**config.mk**
```make
export PLATFORM = sky130hd
export DESIGN_NAME = maxf_reduce_flat
export DESIGN_NICKNAME = d
export VERILOG_FILES = /design/src/rtl/maxf_reduce_if.sv /design/src/rtl/maxf_reduce.sv /design/src/flat_wrapper.sv
export SDC_FILE = /design/constraint.sdc
export NUM_CORES = 1
export LEC_CHECK = 0
export ABC_AREA = 0
export BUFFER_PORTS_ARGS = -buffer_cell sky130_fd_sc_hd__clkbuf_2
export CELL_PAD_IN_SITES_DETAIL_PLACEMENT = 1
export CELL_PAD_IN_SITES_GLOBAL_PLACEMENT = 1
export CORE_MARGIN = 5
export CORE_UTILIZATION = 30
export DETAILED_ROUTE_END_ITERATION = 8
export PLACE_DENSITY_LB_ADDON = 0.1
export SLEW_MARGIN = 30
export SYNTH_ARGS = -nofsm -noshare
export SYNTH_HDL_FRONTEND = slang
export SYNTH_SLANG_ARGS = --single-unit
```
**constraint.sdc**
```tcl
create_clock -name clk -period 4.56 [get_ports clk]
set_clock_uncertainty 0.1 [all_clocks]
set_input_delay 0.228 -clock clk [delete_from_list [all_inputs] [get_ports clk]]
set_output_delay 0.228 -clock clk [all_outputs]
set_load 0.005 [all_outputs]
```
**src/rtl/maxf_reduce_if.sv**
```systemverilog
// Valid/ready stream bundle for maxf_reduce: operand stream in, reduced result out.
interface maxf_reduce_if #(parameter int BITWIDTH = 32);
  logic [BITWIDTH-1:0] ins;
  logic                ins_valid;
  logic                ins_ready;
  logic [BITWIDTH-1:0] outs;
  logic                outs_valid;
  logic                outs_ready;

  modport master (
    output ins, ins_valid, outs_ready,
    input  ins_ready, outs, outs_valid
  );

  modport slave (
    input  ins, ins_valid, outs_ready,
    output ins_ready, outs, outs_valid
  );
endinterface

```
**src/rtl/maxf_reduce.sv**
```systemverilog
// Streaming maximumf reduction: one registered result per GROUP_SIZE accepted inputs,
// with a single output slot that can drain and reload in the same cycle.
module maxf_reduce #(
  parameter int BITWIDTH   = 32,
  parameter int EXP_WIDTH  = 8,
  parameter int GROUP_SIZE = 4
) (
  input logic           clk,
  input logic           rst,
  maxf_reduce_if.slave  s
);

  localparam int FRAC_WIDTH = BITWIDTH - 1 - EXP_WIDTH;
  localparam int CNT_WIDTH  = (GROUP_SIZE > 1) ? $clog2(GROUP_SIZE) : 1;
  localparam logic [CNT_WIDTH-1:0] CNT_LAST = CNT_WIDTH'(GROUP_SIZE - 1);
  localparam logic [BITWIDTH-1:0]  SIGN_BIT = {1'b1, {(BITWIDTH-1){1'b0}}};
  localparam logic [BITWIDTH-1:0]  QNAN     = {1'b0, {EXP_WIDTH{1'b1}}, 1'b1, {(FRAC_WIDTH-1){1'b0}}};

  function automatic logic is_nan(input logic [BITWIDTH-1:0] x);
    return (&x[BITWIDTH-2 -: EXP_WIDTH]) && (|x[FRAC_WIDTH-1:0]);
  endfunction

  // Maps sign-magnitude floats onto an unsigned scale where -0 < +0.
  function automatic logic [BITWIDTH-1:0] order_key(input logic [BITWIDTH-1:0] x);
    return x[BITWIDTH-1] ? ~x : (x | SIGN_BIT);
  endfunction

  function automatic logic [BITWIDTH-1:0] fmax(input logic [BITWIDTH-1:0] a,
                                               input logic [BITWIDTH-1:0] b);
    if (is_nan(a) || is_nan(b))
      return QNAN;
    return (order_key(b) > order_key(a)) ? b : a;
  endfunction

  logic [CNT_WIDTH-1:0] cnt;
  logic [BITWIDTH-1:0]  acc;
  logic [BITWIDTH-1:0]  acc_next;
  logic [BITWIDTH-1:0]  outs_r;
  logic                 outs_valid_r;
  logic                 last;
  logic                 hin;

  assign last        = (cnt == CNT_LAST);
  assign s.ins_ready = ~(last & outs_valid_r & ~s.outs_ready);
  assign hin         = s.ins_valid & s.ins_ready & ~rst;
  // The first element of a group is taken raw, so GROUP_SIZE=1 preserves NaN payloads.
  assign acc_next    = (cnt == '0) ? s.ins : fmax(acc, s.ins);

  assign s.outs       = outs_r;
  assign s.outs_valid = outs_valid_r;

  always_ff @(posedge clk) begin
    if (rst) begin
      cnt          <= '0;
      acc          <= '0;
      outs_r       <= '0;
      outs_valid_r <= 1'b0;
    end else begin
      if (hin) begin
        acc <= acc_next;
        if (last)
          cnt <= '0;
        else
          cnt <= cnt + CNT_WIDTH'(1);
      end
      if (hin && last) begin
        outs_r       <= acc_next;
        outs_valid_r <= 1'b1;
      end else if (outs_valid_r && s.outs_ready) begin
        outs_valid_r <= 1'b0;
      end
    end
  end

endmodule
```
**src/flat_wrapper.sv**
```systemverilog
// flat-port wrapper written by rule: the top's interface ports become plain ports
module maxf_reduce_flat 
#(
  parameter int BITWIDTH   = 32,
  parameter int EXP_WIDTH  = 8,
  parameter int GROUP_SIZE = 4
)
  (clk, rst, s_ins, s_ins_valid, s_outs_ready, s_ins_ready, s_outs, s_outs_valid);
  maxf_reduce_if #(.BITWIDTH(BITWIDTH)) s_i ();
  input logic clk;
  input logic rst;
  input wire logic [$bits(s_i.ins)-1:0] s_ins;
  input wire logic [$bits(s_i.ins_valid)-1:0] s_ins_valid;
  input wire logic [$bits(s_i.outs_ready)-1:0] s_outs_ready;
  output wire logic [$bits(s_i.ins_ready)-1:0] s_ins_ready;
  output wire logic [$bits(s_i.outs)-1:0] s_outs;
  output wire logic [$bits(s_i.outs_valid)-1:0] s_outs_valid;
  assign s_i.ins = s_ins;
  assign s_i.ins_valid = s_ins_valid;
  assign s_i.outs_ready = s_outs_ready;
  assign s_ins_ready = s_i.ins_ready;
  assign s_outs = s_i.outs;
  assign s_outs_valid = s_i.outs_valid;
  maxf_reduce #(.BITWIDTH(BITWIDTH), .EXP_WIDTH(EXP_WIDTH), .GROUP_SIZE(GROUP_SIZE)) u_core (.clk(clk), .rst(rst), .s(s_i));
endmodule
```
==> metrics.yaml <==
post_cts_buffers: 0
start_kind: "flop"
die_w_um: 125
dpl_cell_area_um2: 4480
hold_violations: 0
core.rowCount: 42
power_density_nw_per_um2: 376
cp_slowest_cell: "dfxtp_2"
finalCriticalPeriod_ps: 3860
vias: 3472
max_freq_mhz: 259
cts_root_buf: "clkbuf_16"
clockBufferDepth: 2
avgSynthCellArea_um2: 9.50
endpoint_kind: "flop"
criticalPathCategory: "flop to flop"
ys_seq_area_share_pct: 33.5
slew_violations: 0
final_common_cell: "clkbuf_2"
cpMostUsedCell: "buf_4"
drt-total-wl_mm: 12.3
first_global_vias: 3816
crit_family: "compound AO/OA/AOI/OAI gates"
fin_nets: 552
cts_resized: 0
setup_tns_ps: 0
timing.hold.worst.class: "input port to flop"
worst_pin_slew_ps: 730
syn2layout_area_growth_pct: 19.4
syn_area_um2: 4000
hpwl_mm: 8.91
p_total_w: 0.00179
relSlewSlack_pct: 51.2
synth.top_cell.area_share_pct: 33.5
n_antenna_cell: 0
clk_pin_slew_ps: 60
ios: 70
rsz0062_at_grt: "false"
yosys_warnings: 0
setup_ws_ps: 696
setup_violations: 0
path_cells: "buf_4 -> buf_4 -> xnor2_1 -> ha_1 -> nor2b_1 -> o211ai_1 -> a21boi_2 -> o31ai_2 -> a21bo_1 -> buf_4 -> nand2_4 -> a32o_1"
syn-num-nets: 491
worstPathArrival_ps: 3990
crit_buf_inv: 3
wire_per_inst_um: 18.6
globalplace.congestion: 0.756
synth_cell_types: 45
status: "finished, final reports clean"
drc: 0
ff2ff_setup_slack_ps: 700
die_h_um: 125
vdd.ir_drop.worst_uv: 124
dr.first_iter.drc_count: 174
p_leak_nw: 1.93
via_per_inst: 5.24
yosysTopAreaCell: "dfxtp_1"
synthTopCellsByArea: "dfxtp_1 (34%), ha_1 (11%), xnor2_1 (6.8%)"
ys_ff_latch: 67
crit_required_ps: 4690
fin_crit_sh_pct: 84.7
antenna_found_initial: 0
core_area_um2: 13100
holdBufCountCts: 0
design_area_um2: 4780
dr.pass1.iters: 4
place.port_buffers: 69
insertion_delay_ps: 340
htree_levels: 3
cts_num_sinks: 67
cpPeakStageDelay_ps: 720
drtAntennaViolNets: 0
synth_edf_count: 0
mostFrequentLayoutCells: "clkbuf_2 (69), dfxtp_1 (66), nor2_1 (35)"
drive_gt1_share_pct: 20.8
overflow: 0
grt_max_degree: 33
grt_pass1_wl_mm: 20.2
ys.flop_type: "dfxtp_1"
cts_tree: "done"
netlist_instances: 421
critPathMaxFanout: 32
cts_made_buffers: 9
synthArstFlopShare_pct: 0
die-area_um2: 15700
initial_core_util_pct: 30.5
track_usage_pct: 16.1
dp_slack_ps: 669
maxCapViolCount: 0
## logic make-up after synthesis
logic type | count (synthesis) | share of synthesized area [%]
adders and majority gates | 34 | 10.6
DFF | 67 | 33.5
AOI/OAI and AO/OA | 110 | 22.5
buffers and inverters | 31 | 4.28
xor gates and xnor gates | 62 | 13.6
and+or+nand+nor | 117 | 15.4
## per-layer routing
layer | GRT usage [%] | share of wire [%]
met5 | 0 | 0
met4 | 5.74 | 1.6
met1 | 21.4 | 49
met3 | 3.37 | 4.0
met2 | 25.9 | 46
## synth_stat cells, types with 2 or more instances
cell type / instances
buf_4: 2
inv_1: 4
nor4_1: 11
a21o_1: 2
a221o_1: 24
buf_1: 3
a211oi_1: 9
nor2_1: 35
nand2_1: 21
xor2_1: 31
nor3_1: 3
o31ai_1: 9
xnor2_1: 31
nand4_1: 12
clkbuf_1: 14
ha_1: 34
a32o_1: 23
and2_1: 23
nand3_1: 4
o21ai_0: 5
buf_2: 2
dfxtp_1: 67
a21oi_1: 25
buf_6: 6
## flip-flops by register name (all words and copies together) (netlist names)
register / flops
u_core.cnt: 2
u_core.acc: 32
u_core.s.outs: 32
u_core.s.outs_valid: 1
## tightest hold or removal path: cells and delay by family
kind	cells	cell delay, ps
AO/OA/AOI/OAI	1	50
buffers and inverters	1	100
AND/OR/NAND/NOR	1	70
## where the power goes
part | leakage, nW | internal [W] | total (W) | switching, W
Sequential | 0.547 | 0.000617 | 0.000663 | 0.0000451
Clock | 0.146 | 0.000449 | 0.000701 | 0.000252
Combinational | 1.24 | 0.000178 | 0.000431 | 0.000253
## cell type report
type                       count  area, um2
clock buffer                  13        260
clock inverter                 2       35.0
fill                        1561       8360
inverter                       4       15.0
multi-input combinational    323       2500
sequential                    67       1340
tap                          176        220
timing repair buffer          77        405
## metrics by stage
stage | utilization [%] | hold slack [ps] | cells
2_1_floorplan | - | 201 | 421
3_3_place_gp | 34.1 | 335 | 647
3_5_place_dp | 34.1 | 340 | 647
4_1_cts | 36.4 | 48.0 | 662
5_1_grt | 36.4 | 96.6 | 662
6_report | 36.4 | 57.5 | 662
## path summary, 6_finish.rpt
check / start / endpoint / cells past startpoint
worst min-delay path: s_ins_valid / u_core.cnt[1] / 3
worst min register to register: u_core.s.outs[23] / u_core.s.outs[23] / 2
worst max register to register: u_core.acc[31] / u_core.acc[18] / 12
worst max-delay path: u_core.acc[31] / u_core.acc[18] / 12
(Power assumes the default switching activity.)
